$ cat src/rtl/invader_pkg.sv
// Shared constants, game-state encoding and mask indexing for the invader
// game sequencer.
package invader_pkg;

  localparam int GRID_ROWS = 8;
  localparam int INV_COLS  = 10;
  localparam int INV_ROWS  = 2;
  localparam int INV_COUNT = INV_ROWS * INV_COLS;

  typedef enum logic [1:0] {
    S_PLAY = 2'd0,
    S_WIN  = 2'd1,
    S_LOSE = 2'd2
  } game_state_e;

  function automatic logic [4:0] inv_index(input logic row, input logic [3:0] col);
    return (row ? 5'(INV_COLS) : 5'd0) + {1'b0, col};
  endfunction

endpackage

$ cat src/rtl/invader_game_ctrl_tick_divider.sv
// Free-running modulo-DIV counter; tick is high for the one enabled cycle in
// which the count wraps back to zero.
module tick_divider #(
  parameter int DIV = 2
) (
  input  logic clk,
  input  logic clr,
  input  logic en,
  output logic tick
);

  localparam int W = (DIV > 1) ? $clog2(DIV) : 1;
  localparam logic [W-1:0] LAST = W'(DIV - 1);

  logic [W-1:0] cnt_q;
  logic [W-1:0] cnt_d;

  // next count: wrap at LAST, hold when disabled
  always_comb begin
    cnt_d = cnt_q;
    if (en) begin
      cnt_d = (cnt_q == LAST) ? '0 : cnt_q + W'(1);
    end else begin
      cnt_d = cnt_q;
    end
  end

  assign tick = en && (cnt_q == LAST);

  // count register
  always_ff @(posedge clk) begin
    if (clr) begin
      cnt_q <= '0;
    end else begin
      cnt_q <= cnt_d;
    end
  end

endmodule

$ cat src/rtl/invader_game_ctrl.sv
// Game-state sequencer: invader alive-mask, formation descent and the player
// bullet. Define INVADER_SCORE_EN to add the score / highScore outputs.
module invader_game_ctrl
  import invader_pkg::*;
#(
  parameter int                     BULLET_DIV    = 2250000,
  parameter int                     DESCEND_TICKS = 64,
  parameter int                     MAX_LINE      = 6,
  parameter logic [INV_COUNT-1:0]   INIT_ARRAY    = 20'hFFFFF
) (
  input  logic                 clk,
  input  logic                 clr,
  input  logic                 fire,
  input  logic                 restart,
  input  logic [4:0]           shipX,
  output logic [INV_COUNT-1:0] invArray,
  output logic [3:0]           invLine,
  output logic [3:0]           bulletX,
  output logic [2:0]           bulletY,
  output logic                 bulletFlying,
  output logic                 win,
  output logic                 lose
`ifdef INVADER_SCORE_EN
  ,
  output logic [7:0]           score,
  output logic [7:0]           highScore
`endif
);

  localparam logic [3:0] LINE_LOSE = 4'(MAX_LINE);
  localparam logic [2:0] Y_START   = 3'(GRID_ROWS - 1);

  game_state_e          state_q, state_d;
  logic [INV_COUNT-1:0] inv_arr_q, inv_arr_d;
  logic [3:0]           inv_line_q, inv_line_d;
  logic [3:0]           bullet_x_q, bullet_x_d;
  logic [2:0]           bullet_y_q, bullet_y_d;
  logic                 flying_q, flying_d;
  logic                 win_q, win_d;
  logic                 lose_q, lose_d;

  logic                 step_s, descend_s, div_clr_s, reload_s;
  logic                 row0_s, row1_s, hit_s;
  logic [4:0]           hit_idx_s;
  logic [4:0]           ship_half_s;
  logic [3:0]           launch_x_s;

  // both counters sit at zero outside PLAY, so a restart begins a fresh period
  assign div_clr_s = clr || (state_q != S_PLAY);

  tick_divider #(.DIV(BULLET_DIV)) u_step (
    .clk  (clk),
    .clr  (div_clr_s),
    .en   (state_q == S_PLAY),
    .tick (step_s)
  );

  tick_divider #(.DIV(DESCEND_TICKS)) u_descend (
    .clk  (clk),
    .clr  (div_clr_s),
    .en   (step_s),
    .tick (descend_s)
  );

  assign reload_s    = (state_q != S_PLAY) && restart;
  assign ship_half_s = shipX >> 1;
  assign launch_x_s  = (ship_half_s > 5'd9) ? 4'd9 : ship_half_s[3:0];
  assign row0_s      = ({1'b0, bullet_y_q} == inv_line_q);
  assign row1_s      = ({1'b0, bullet_y_q} == (inv_line_q + 4'd1));
  assign hit_idx_s   = inv_index(row1_s, bullet_x_q);
  assign hit_s       = flying_q && step_s && (row0_s || row1_s) && inv_arr_q[hit_idx_s];

  // datapath next state: collision, bullet motion, launch and descent
  always_comb begin
    inv_arr_d  = inv_arr_q;
    inv_line_d = inv_line_q;
    bullet_x_d = bullet_x_q;
    bullet_y_d = bullet_y_q;
    flying_d   = flying_q;
    if (reload_s) begin
      inv_arr_d  = INIT_ARRAY;
      inv_line_d = 4'd0;
      bullet_x_d = 4'd0;
      bullet_y_d = Y_START;
      flying_d   = 1'b0;
    end else if (state_q == S_PLAY) begin
      if (flying_q && step_s) begin
        if (hit_s) begin
          inv_arr_d[hit_idx_s] = 1'b0;
          flying_d             = 1'b0;
        end else if (bullet_y_q == 3'd0) begin
          flying_d = 1'b0;
        end else begin
          bullet_y_d = bullet_y_q - 3'd1;
        end
      end else if (!flying_q && fire) begin
        flying_d   = 1'b1;
        bullet_y_d = Y_START;
        bullet_x_d = launch_x_s;
      end else begin
        flying_d = flying_q;
      end
      if (descend_s) begin
        inv_line_d = inv_line_q + 4'd1;
      end else begin
        inv_line_d = inv_line_q;
      end
    end else begin
      flying_d = 1'b0;
    end
  end

  // next game state; an empty mask outranks reaching the bottom line
  always_comb begin
    state_d = state_q;
    case (state_q)
      S_PLAY: begin
        if (inv_arr_d == '0) begin
          state_d = S_WIN;
        end else if (inv_line_d == LINE_LOSE) begin
          state_d = S_LOSE;
        end else begin
          state_d = S_PLAY;
        end
      end
      S_WIN, S_LOSE: begin
        if (restart) begin
          state_d = S_PLAY;
        end else begin
          state_d = state_q;
        end
      end
      default: state_d = S_PLAY;
    endcase
  end

  // status flags follow the upcoming state
  always_comb begin
    win_d  = (state_d == S_WIN);
    lose_d = (state_d == S_LOSE);
  end

  // state and datapath registers
  always_ff @(posedge clk) begin
    if (clr) begin
      state_q    <= S_PLAY;
      inv_arr_q  <= INIT_ARRAY;
      inv_line_q <= 4'd0;
      bullet_x_q <= 4'd0;
      bullet_y_q <= Y_START;
      flying_q   <= 1'b0;
      win_q      <= 1'b0;
      lose_q     <= 1'b0;
    end else begin
      state_q    <= state_d;
      inv_arr_q  <= inv_arr_d;
      inv_line_q <= inv_line_d;
      bullet_x_q <= bullet_x_d;
      bullet_y_q <= bullet_y_d;
      flying_q   <= flying_d && (state_d == S_PLAY);
      win_q      <= win_d;
      lose_q     <= lose_d;
    end
  end

  assign invArray     = inv_arr_q;
  assign invLine      = inv_line_q;
  assign bulletX      = bullet_x_q;
  assign bulletY      = bullet_y_q;
  assign bulletFlying = flying_q;
  assign win          = win_q;
  assign lose         = lose_q;

`ifdef INVADER_SCORE_EN
  logic [7:0] score_q, score_d;
  logic [7:0] high_q, high_d;

  // saturating hit count; best score latched when the game ends
  always_comb begin
    score_d = score_q;
    high_d  = high_q;
    if (reload_s) begin
      score_d = 8'd0;
    end else if (hit_s && (score_q != 8'hFF)) begin
      score_d = score_q + 8'd1;
    end else begin
      score_d = score_q;
    end
    if ((state_q == S_PLAY) && (state_d != S_PLAY) && (score_d > high_q)) begin
      high_d = score_d;
    end else begin
      high_d = high_q;
    end
  end

  // score registers; highScore survives restart
  always_ff @(posedge clk) begin
    if (clr) begin
      score_q <= 8'd0;
      high_q  <= 8'd0;
    end else begin
      score_q <= score_d;
      high_q  <= high_d;
    end
  end

  assign score     = score_q;
  assign highScore = high_q;
`endif

endmodule
$ cat config.mk
export PLATFORM = sky130hd
export DESIGN_NAME = invader_game_ctrl
export DESIGN_NICKNAME = d
export VERILOG_FILES = /design/src/rtl/invader_pkg.sv /design/src/rtl/invader_game_ctrl_tick_divider.sv /design/src/rtl/invader_game_ctrl.sv
export SDC_FILE = /design/constraint.sdc
export NUM_CORES = 1
export LEC_CHECK = 0
export CAP_MARGIN = 0
export CELL_PAD_IN_SITES_DETAIL_PLACEMENT = 0
export CELL_PAD_IN_SITES_GLOBAL_PLACEMENT = 1
export CORE_AREA = 2 2 88 111
export DETAILED_ROUTE_END_ITERATION = 16
export DIE_AREA = 0 0 90 113
export PLACE_DENSITY_LB_ADDON = 0.05
export SLEW_MARGIN = 20
export SYNTH_ARGS = -nofsm -noshare
export SYNTH_HDL_FRONTEND = slang
export SYNTH_SLANG_ARGS = --single-unit
export TNS_END_PERCENT = 50
$ cat constraint.sdc
create_clock -name clk -period 3.5 [get_ports clk]
set_input_delay 0.875 -clock clk [delete_from_list [all_inputs] [get_ports clk]]
set_output_delay 0.875 -clock clk [all_outputs]
set_load 0.03 [all_outputs]
==> summary.txt, run 1 <==
Global route
  – Number of global-route vias before repair: between 3000 and 4000
  – Pin count of the biggest net entering global routing: 22
  – Total GRT Usage: 0.181
  – Grt ovf: 0
  – Initial antenna violation count: 0
  – First-pass GRT wire length: roughly 15 mm

Power
  – Tot Pwr: 1.75 mW
  – Pwr Density: between 300 and 400 nW/um^2
  – Leakage: around 1.8 nW
  – VDD IR-drop max: 0.233 mV

Min path
  – Worst hold path type: reg2reg

Clocking
  – CTS tree: done
  – Root Buffer: clkbuf_16
  – Max Buffers Root-to-Sink: 2
  – Clk sinks: 64
  – H-tree depth: 3
  – Reg clk slew, reported paths: around 0.05 ns
  – Worst skew pair latency: roughly 0.33 ns
  – Num CTS Buffers: 9

STA
  – Skew final: 0.00419 ns
  – Final Hold Fails: 0
  – Peak Freq: ~0.26 GHz
  – Final hold slack: ~0.48 ns
  – Min Tclk post-route: between 3 and 4 ns
  – Max_slew headroom: 0.532
  – Final setup violating endpoints: 7
  – Setup WS post-layout: -0.293 ns
  – Max-slew violations: 0
  – RSZ-0062 raised after global routing: true
  – Least-Margin Pin Slew: between 0.6 and 0.7 ns
  – Final worst path period share: 1.08

Placed design
  – DP Area: roughly 4300 um^2
  – GPL Wtd Cong: around 0.86
  – Place WS: -0.330 ns
  – DP Wirelength: between 6 and 7 mm
  – IO buf count: between 40 and 50

Die
  – Die W: around 90 um
  – Height of the die: 113 um
  – Initial Utilization: 0.364
  – Die area: between 10000 and 15000 um^2
  – Row count: 39
  – Core footprint: about 9100 um^2
  – Boundary Pins: between 40 and 50

Worst setup path
  – CP required: roughly 3.8 ns
  – CP max FO: 19
  – Startpoint types: flip-flop
  – R2R Setup Slk: -0.29 ns
  – Slowest cell on crit path: mux4_2
  – Worst path bufs/invs: 2
  – Critical setup path kind: reg2reg
  – Crit path arrival time: 4.07 ns
  – Worst path max stage delay: approximately 0.52 ns
  – Crit path max-delay family: compound AO/OA/AOI/OAI gates
  – Crit-path cells: ha_4 > xor2_1 > nor2_1 > and3_4 > ha_4 > buf_12 > mux2i_1 > mux4_2 > a21boi_2 > nand4_2 > buf_12 > o41ai_2 > o2111a_1 > a31oi_2 > a21oi_2 > and3_1
  – Crit. End Element: flip-flop

Logic synthesis
  – Top FF cell, synth: dfxtp_1
  – Main combinational cell family by area after synthesis: simple AND/OR/NAND/NOR gates
  – Yosys warnings: 0
  – Asr flop ratio synth: 0
  – Seq cells post-synth: 64
  – Synth Area in Adders: 0.0379
  – Complex-gate fraction of the synthesized area: 0.0929
  – Syn nets: a little over 400
  – Post-Syn Instances: slightly below 400
  – Number of distinct library cells after synthesis: between 50 and 60
  – Avg Cell Area, Syn: 8.50 um^2
  – Sequential area share after synthesis: 0.388
  – Number of enable flip-flop cells after synthesis: 0
  – Mux cell area share after synthesis: 0.0550
  – Simple-Gate Fraction of Synth Area: 0.293
  – Synth Area in XOR/XNOR: 0.0956
  – Synthesized area: roughly 3300 um^2

Cells and area
  – ANT cells: 0
  – Finished layout cell area: 4660 um^2
  – Area growth, synth to finish: 41.4%
  – Share of cells above drive strength 1: 0.205
  – Fillcell total: between 900 and 1000
  – Nets: 498

Routing
  – Routed WL per cell: 14.6 um
  – Final ANT Viol Nets: 0
  – Routed vias: roughly 3000
  – Routed wire length: approximately 8.8 mm
  – DRT iter0 DRCs: about 110
  – Final routed DRC violation total: 0
  – Vias/cell: approximately 5
  – Drt first pass iters: 6

Status
  – Status: finished with violations
  – Failing checks: negative setup slack

Job
  – Max Cap Viol: 0
cells in the mapped netlist (6+ instances only):
cell type / number / area [um^2]
xnor2_1: 13 / 114
nand4_1: 13 / 81.3
nand3_1: 23 / 115
and3_1: 12 / 75.1
clkbuf_1: 8 / 30.0
dfxtp_1: 64 / 1280
inv_1: 12 / 45.0
o21ai_0: 14 / 70.1
ha_1: 10 / 125
mux2i_1: 11 / 110
nor3_1: 6 / 30.0
nor2_1: 49 / 184
a21oi_1: 9 / 45.0
xor2_1: 23 / 201
o31ai_1: 8 / 60.1
nand2_1: 55 / 206
final cells by class:
| type | count | area [um^2] | share of cell area |
|---|---|---|---|
| flip-flops and latches | 64 | 1290 | 0.277 |
| repair buffers | 92 | 818 | 0.175 |
| clock buffers | 12 | 267 | 0.0571 |
| clock inverters | 3 | 40.0 | 0.00858 |
| well taps | 123 | 154 | 0.0330 |
| multi-input cells | 300 | 2050 | 0.440 |
| inverters | 12 | 45.0 | 0.00966 |
logic make-up after synthesis:
kind of cell    Yosys count
simple gates            194
xor+xnor                 36
fa+ha+maj                10
mux                      14
buf+inv                  24
compound gates           46
flops                    64
path summary, 6_finish.rpt:
kind,from,to,cells past startpoint
max,invLine[1],win,16
min,u_descend.cnt_q[1],u_descend.cnt_q[1],2
max reg2reg,invLine[1],win,16
min reg2reg,u_descend.cnt_q[1],u_descend.cnt_q[1],2
report_power, final:
part / switching (mW) / internal [mW]
Combinational: 0.0555 / 0.0404
Clock: 0.311 / 0.602
Sequential: 0.00730 / 0.734
Total: 0.374 / 1.38
flip-flops by register name, summed over array words and instances, names as in the netlist:
name,flops
invLine,4
bulletX,4
state_q,2
bulletFlying,1
lose,1
u_step.cnt_q,22
win,1
invArray,20
bulletY,3
u_descend.cnt_q,6
metal layers:
| metal | track usage | routed length, um |
|---|---|---|
| met1 | 0.197 | 3660 |
| met2 | 0.341 | 4740 |
| met3 | 0.0373 | 248 |
| met4 | 0.0769 | 179 |
| met5 | 0 | 0 |
worst reg2reg max path, delay by kind of cell, from the launching register on:
kind | cells | cell delay, ns
AOI/OAI and AO/OA | 5 | 1.20
muxes | 2 | 0.64
and+or+nand+nor | 4 | 0.61
adders and majority gates | 2 | 0.45
DFF | 1 | 0.35
buffers and inverters | 2 | 0.34
xor gates and xnor gates | 1 | 0.14
placed cells by master, fill, tap and decap left out, types with 7 or more instances in the layout:
cell             Yosys  routed
xor2_1              23      22
clkbuf_16            0       9
mux2i_1             11      11
nand2_1             55      55
a21oi_1              9       9
ha_1                10       7
nand4_1             13      13
xnor2_1             13      11
nor2_1              49      49
inv_1               12      11
o21ai_0             14      10
and3_1              12      11
buf_4                0      49
dfxtp_1             64      61
nand3_1             23      23
clkdlybuf4s50_1      0      41
metrics by stage:
step	utilization	setup TNS, ns	std cells
finish	0.514	-1.33	606
floorplan	-	-0.0472	388
global placement	0.469	-1.41	588
global route	0.514	-2.76	606
detailed placement	0.469	-1.45	588
CTS	0.506	-1.47	604
timing repair:
item	4_1_cts	5_1_grt
hold buffers	0	0
endpoints found under the hold margin	0	0
pin swaps	3	5
resized for setup	6	9
setup buffers	1	2
setup endpoints to repair	7	8
Power figures use the tool's default switching activity.
==> run 2: changes to the inputs <==
--- a/config.mk
+++ b/config.mk
@@ -11,6 +11,7 @@
 export CORE_AREA = 2 2 88 111
 export DETAILED_ROUTE_END_ITERATION = 16
 export DIE_AREA = 0 0 90 113
+export MAX_ROUTING_LAYER = met4
 export PLACE_DENSITY_LB_ADDON = 0.05
 export SLEW_MARGIN = 20
 export SYNTH_ARGS = -nofsm -noshare
==> run 2 against run 1 <==
Net effect:
- the flow still finishes with violations (negative setup slack)
- via count decreased by 0.16%
- sequential cell count unchanged
- global-route usage up 0.54 points
- hold slack is the same
- non-clock buffer count did not move
- clock skew is essentially flat
- sequential power is essentially flat
- cell count unchanged
- first-iteration DRC count grew 9.3%
- core utilization unchanged
- routed wire length is 0.28% lower
- sequential share of layout area stayed put
- critical path type unchanged
- critical endpoint unchanged
- largest cell class unchanged
==> summary.txt, run 2 (synthesis gave the netlist of run 1 again) <==
Cells and area
  – Max reg flops: 22
  – Share of cells above drive strength 1: 0.205
  – Most flops, register: u_step.cnt_q
  – Most common cell after layout, fill and taps aside: dfxtp_1
  – ANT cells: 0
  – Finished Layout Cells: 606
  – Area growth, synth to finish: 41.4%
  – Most frequent cells in the layout: 61 x dfxtp_1, 55 x nand2_1, 49 x nor2_1, 49 x buf_4, 41 x clkdlybuf4s50_1
  – Nets: 498

STA
  – Skew final: around 0.0045 ns
  – Final setup violating endpoints: 7
  – Final Hold Fails: 0
  – Final worst path period share: 1.08
  – Setup WS post-layout: -0.281 ns
  – Post-route setup TNS: -1.26 ns
  – RSZ-0062 raised after global routing: true
  – Least-Margin Pin Slew: 0.696 ns
  – Peak Freq: between 0.2 and 0.3 GHz
  – Max-slew violations: 0
  – Max_slew headroom: 0.531
  – Min Tclk post-route: ~3.8 ns

Worst setup path
  – Crit path arrival time: about 4.1 ns
  – Crit-path cells: ha_4 > xor2_1 > nor2_1 > and3_4 > ha_4 > buf_12 > mux2i_1 > mux4_2 > a21boi_2 > nand4_2 > buf_12 > o31ai_1 > o2111a_1 > a31oi_2 > a21oi_2 > and3_1
  – Slowest cell on crit path: mux4_2
  – Crit path max-delay family: compound AO/OA/AOI/OAI gates
  – CP max FO: 19
  – Critical setup path kind: reg2reg
  – Crit. End Element: flip-flop
  – CP required: between 3 and 4 ns
  – Worst path max stage delay: between 0.5 and 0.6 ns
  – Startpoint types: flip-flop
  – Worst path bufs/invs: 2

Die
  – Row count: 39
  – Die W: roughly 90 um
  – Core footprint: 9080 um^2
  – Height of the die: roughly 110 um
  – Boundary Pins: 43
  – Die area: 10200 um^2
  – Initial Utilization: 0.364

Global route
  – Pin count of the biggest net entering global routing: 22
  – Grt ovf: 0
  – First-pass GRT wire length: 14.7 mm
  – Initial antenna violation count: 0
  – Number of global-route vias before repair: about 3100
  – Total GRT Usage: 0.187

Routing
  – Final ANT Viol Nets: 0
  – Drt first pass iters: 6
  – Final routed DRC violation total: 0
  – Vias/cell: around 5.0
  – DRT iter0 DRCs: 117
  – Routed vias: about 3000
  – Routed WL per cell: between 10 and 15 um
  – Routed wire length: between 8 and 9 mm

Placed design
  – GPL Wtd Cong: 0.869
  – DP Wirelength: roughly 6.7 mm
  – IO buf count: a little over 40
  – Placed insts: 588

Clocking
  – Worst skew pair latency: approximately 0.33 ns
  – Reg clk slew, reported paths: 0.05 ns
  – Root Buffer: clkbuf_16
  – Hold_buf cts: 0
  – CTS tree: done
  – H-tree depth: 3
  – Num CTS Buffers: 9
  – Clk sinks: 64
  – Max Buffers Root-to-Sink: 2

Status
  – Failing checks: negative setup slack
  – Status: finished with violations

Min path
  – Worst hold path type: reg2reg

Job
  – Max Cap Viol: 0

Power
  – Leakage: 1.84 nW
  – Pwr Density: 375 nW/um^2
  – VDD IR-drop max: approximately 0.23 mV
## run 2: through the flow
step	setup slack, ns	hold WS [ns]	area [um^2]	total power, mW	util
6_report	-0.281	0.478	4660	1.75	0.514
3_5_place_dp	-0.330	0.459	4260	0.849	0.469
3_3_place_gp	-0.324	0.446	4260	0.848	0.469
4_1_cts	-0.309	0.474	4590	1.77	0.506
5_1_grt	-0.499	0.518	4660	1.83	0.514
2_1_floorplan	-0.0380	0.430	3400	0.811	-
## run 2: where the power goes
part	total, mW	internal [mW]	switching, mW
registers	0.741	0.734	0.00730
logic	0.0959	0.0404	0.0554
clock network	0.913	0.602	0.311
total	1.75	1.38	0.374
## run 2: timing repair
item	CTS	global route
resized for setup	6	9
pin swaps	3	5
buffers inserted	1	2
setup endpoints to repair	7	8
endpoints found under the hold margin	0	0
## run 2: layout make-up
type | count | area [um^2]
tap | 123 | 154
multi-input combinational | 300 | 2050
sequential | 64 | 1290
timing repair buffer | 92 | 818
inverter | 12 | 45.0
fill | 928 | 4410
clock inverter | 3 | 40.0
clock buffer | 12 | 267
## run 2: metal layers
metal / vias up / global-route usage / share of wire
met1: 1447 / 0.197 / 0.42
met2: 37 / 0.341 / 0.54
met4: 0 / 0.0769 / 0.020
li1: 1550 / - / -
met5: - / - / 0
met3: 13 / 0.0373 / 0.028
## run 2: worst reg2reg max path: stages, from the launching register on
cell and delay, ns:
dfxtp_4 0.35, ha_4 0.24, xor2_1 0.14, nor2_1 0.12, and3_4 0.22, ha_4 0.21
buf_12 0.14, mux2i_1 0.12, mux4_2 0.52, a21boi_2 0.17, nand4_2 0.11, buf_12 0.19
o31ai_1 0.42, o2111a_1 0.30, a31oi_2 0.12, a21oi_2 0.17, and3_1 0.16
## run 2: worst paths after layout
kind                      start            endpoint  slack (ns)  cells after the start
max                  invLine[1]                 win       -0.28                     16
min reg2reg  u_descend.cnt_q[1]  u_descend.cnt_q[1]        0.48                      2
min          u_descend.cnt_q[1]  u_descend.cnt_q[1]        0.48                      2
max reg2reg          invLine[1]                 win       -0.28                     16
==> variant 1 (config.mk and constraints of run 2) <==
Register the inputs `fire` and `shipX` before use, without a reset. The logic sees them one clock later. The other inputs are not delayed to match.
--- a/src/rtl/invader_game_ctrl.sv
+++ b/src/rtl/invader_game_ctrl.sv
@@ -30,6 +30,14 @@
   localparam logic [3:0] LINE_LOSE = 4'(MAX_LINE);
   localparam logic [2:0] Y_START   = 3'(GRID_ROWS - 1);
 
+  logic fire_q;
+  logic [4:0] shipX_q;
+
+  always_ff @(posedge clk) begin
+    fire_q  <= fire;
+    shipX_q <= shipX;
+  end
+
   game_state_e          state_q, state_d;
   logic [INV_COUNT-1:0] inv_arr_q, inv_arr_d;
   logic [3:0]           inv_line_q, inv_line_d;
@@ -63,7 +71,7 @@
   );
 
   assign reload_s    = (state_q != S_PLAY) && restart;
-  assign ship_half_s = shipX >> 1;
+  assign ship_half_s = shipX_q >> 1;
   assign launch_x_s  = (ship_half_s > 5'd9) ? 4'd9 : ship_half_s[3:0];
   assign row0_s      = ({1'b0, bullet_y_q} == inv_line_q);
   assign row1_s      = ({1'b0, bullet_y_q} == (inv_line_q + 4'd1));
@@ -93,7 +101,7 @@
         end else begin
           bullet_y_d = bullet_y_q - 3'd1;
         end
-      end else if (!flying_q && fire) begin
+      end else if (!flying_q && fire_q) begin
         flying_d   = 1'b1;
         bullet_y_d = Y_START;
         bullet_x_d = launch_x_s;
Behaviour: not the same (a bounded check fails within 4 cycles, from zero or initial values).
==> variant 1 against run 2 <==
Critical path type unchanged. Non-clock buffer count up 25. Highest routed layer unchanged. Largest power group unchanged. Synthesized cell count is 6.4% higher. Area after synthesis increased by 9.2%. Worst setup slack got worse by 0.14 ns. Core utilization grew 5.9 points. Largest cell class unchanged. Global-route usage is 1.9 points higher. First-iteration DRC count shrank 32%. Sequential cell count up 5. Critical path depth rose by 1. Clock skew fell by 0.0023 ns. Design area increased by 11%. The flow still finishes with violations (setup timing). Power rose by 2.0%. Routed wire length up 11%.
==> variant 1: results (changes against run 2) <==
[setup_path]
r2r-end = state_q[1]
critical_path.max_fanout = 4  ; -15
worstRegToRegCells = 17  ; +1
slowest_stage = sky130_fd_sc_hd__a2111oi_1
endpoint = state_q[1]
arrival_ns = 4.15  ; +0.09 ns

[drt]
routedWlPerCell_um = 14.9  ; +2.7%
drt_iter0_drc = 80  ; -32%
wl_met1_um = 4070  ; +11%
met3_wirelength_um = 302  ; +21%
routed_via_density = 5.09  ; +1.3%
drt_pass1_iterations = 4  ; -2
wl_met2_um = 5130  ; +8.8%
detail_route.wirelength_um = 9770  ; +11%

[pwr]
combPwrFrac_pct = 7.2  ; +1.7 points
p_leak_uw = 0.00210  ; +14%
peakVddDrop_uv = 259  ; +11%
power-per-cell-area_mw_per_mm2 = 343  ; -8.5%
sequential_power_uw = 802  ; +8.2%

[final_layout]
signal_buffers = 117  ; +27%
final-clk-cell-share_pct = 5.37  ; -1.2 points
n_multi_input_combinational_cell = 316  ; +5.3%
nonClockInverterCount = 14  ; +2
num-nets-final = 546  ; +9.6%
multi_input_comb_area_sq_mm = 0.00229  ; +12%
bufAreaShareNonClock_pct = 19.7  ; +2.2 points
drive_above_1_share_pct = 26.9  ; +6.4 points

[global_routing]
groute.layer.met1.usage_pct = 22.1  ; +2.4 points
groute.usage.overall_pct = 20.5  ; +1.9 points
via_count_of_the_first_global_routing_pass = 3310  ; +7.6%
met3_usage_pct = 4.99  ; +1.3 points
grt_max_degree = 23  ; +4.5%
grt_first_pass_wirelength_um = 16000  ; +8.7%

[placement]
dpl.cell_count = 623  ; +6.0%
dp.final_hpwl_um = 7240  ; +8.3%

[timing]
finalClockSkew_ns = 0.00228  ; -0.00227 ns
layout_setup_ws_ns = -0.419  ; -0.138 ns
relative_max_transition_margin_pct = 52.4  ; -0.75 points
setup_violations = 6  ; -1

[synth]
synth.avg_cell_area_sq_um = 8.72  ; +2.6%
post_synth_num_cell_types = 66  ; +29%
flop_and_latch_count_out_of_synthesis = 69  ; +7.8%
synth-seq-area-share_pct = 38.3  ; -0.49 points
synth.cells.most_frequent = sky130_fd_sc_hd__dfxtp_1 (69), sky130_fd_sc_hd__nor2_1 (46), sky130_fd_sc_hd__nand2_1 (45), sky130_fd_sc_hd__nand3_1 (25), sky130_fd_sc_hd__xor2_1 (24)
synth_area_leaders = sky130_fd_sc_hd__dfxtp_1 (38%), sky130_fd_sc_hd__xor2_1 (5.8%), sky130_fd_sc_hd__nor2_1 (4.8%), sky130_fd_sc_hd__nand2_1 (4.7%), sky130_fd_sc_hd__ha_1 (3.5%)

[run_status]
run_status = finished with violations
violations = setup timing

[min_path]
timing.hold.worst_endpoint = u_step.cnt_q[0]
worst_hold_startpoint = u_step.cnt_q[0]

[variant 1: stage by stage]
stage | hold slack, ns | instance area [sq um] | TNS, ns
3_3_place_gp | 0.439 | 4590 | -1.73
6_report | 0.456 | 5200 | -1.95
2_1_floorplan | 0.426 | 3650 | -0.366
4_1_cts | 0.463 | 5100 | -1.15
3_5_place_dp | 0.451 | 4590 | -1.84
5_1_grt | 0.479 | 5200 | -3.40
[variant 1: what timing repair did]
item                                    in CTS  in global routing
setup buffers                               13                  2
gates resized for setup                     19                 19
gates cloned                                 1                  0
hold buffers                                 0                  0
endpoints found under the setup margin       8                 10
pin swaps                                   14                  0
[variant 1: cells by family (layout without fill, tap and decap cells)]
logic type	count (synthesis)	count (layout)	synth area share, %
DFF	69	69	38.3
buffers and inverters	28	147	3.72
xor gates and xnor gates	34	34	8.27
muxes	13	13	4.38
adders and majority gates	10	10	3.47
and+or+nand+nor	194	194	29.4
AOI/OAI and AO/OA	65	65	12.5
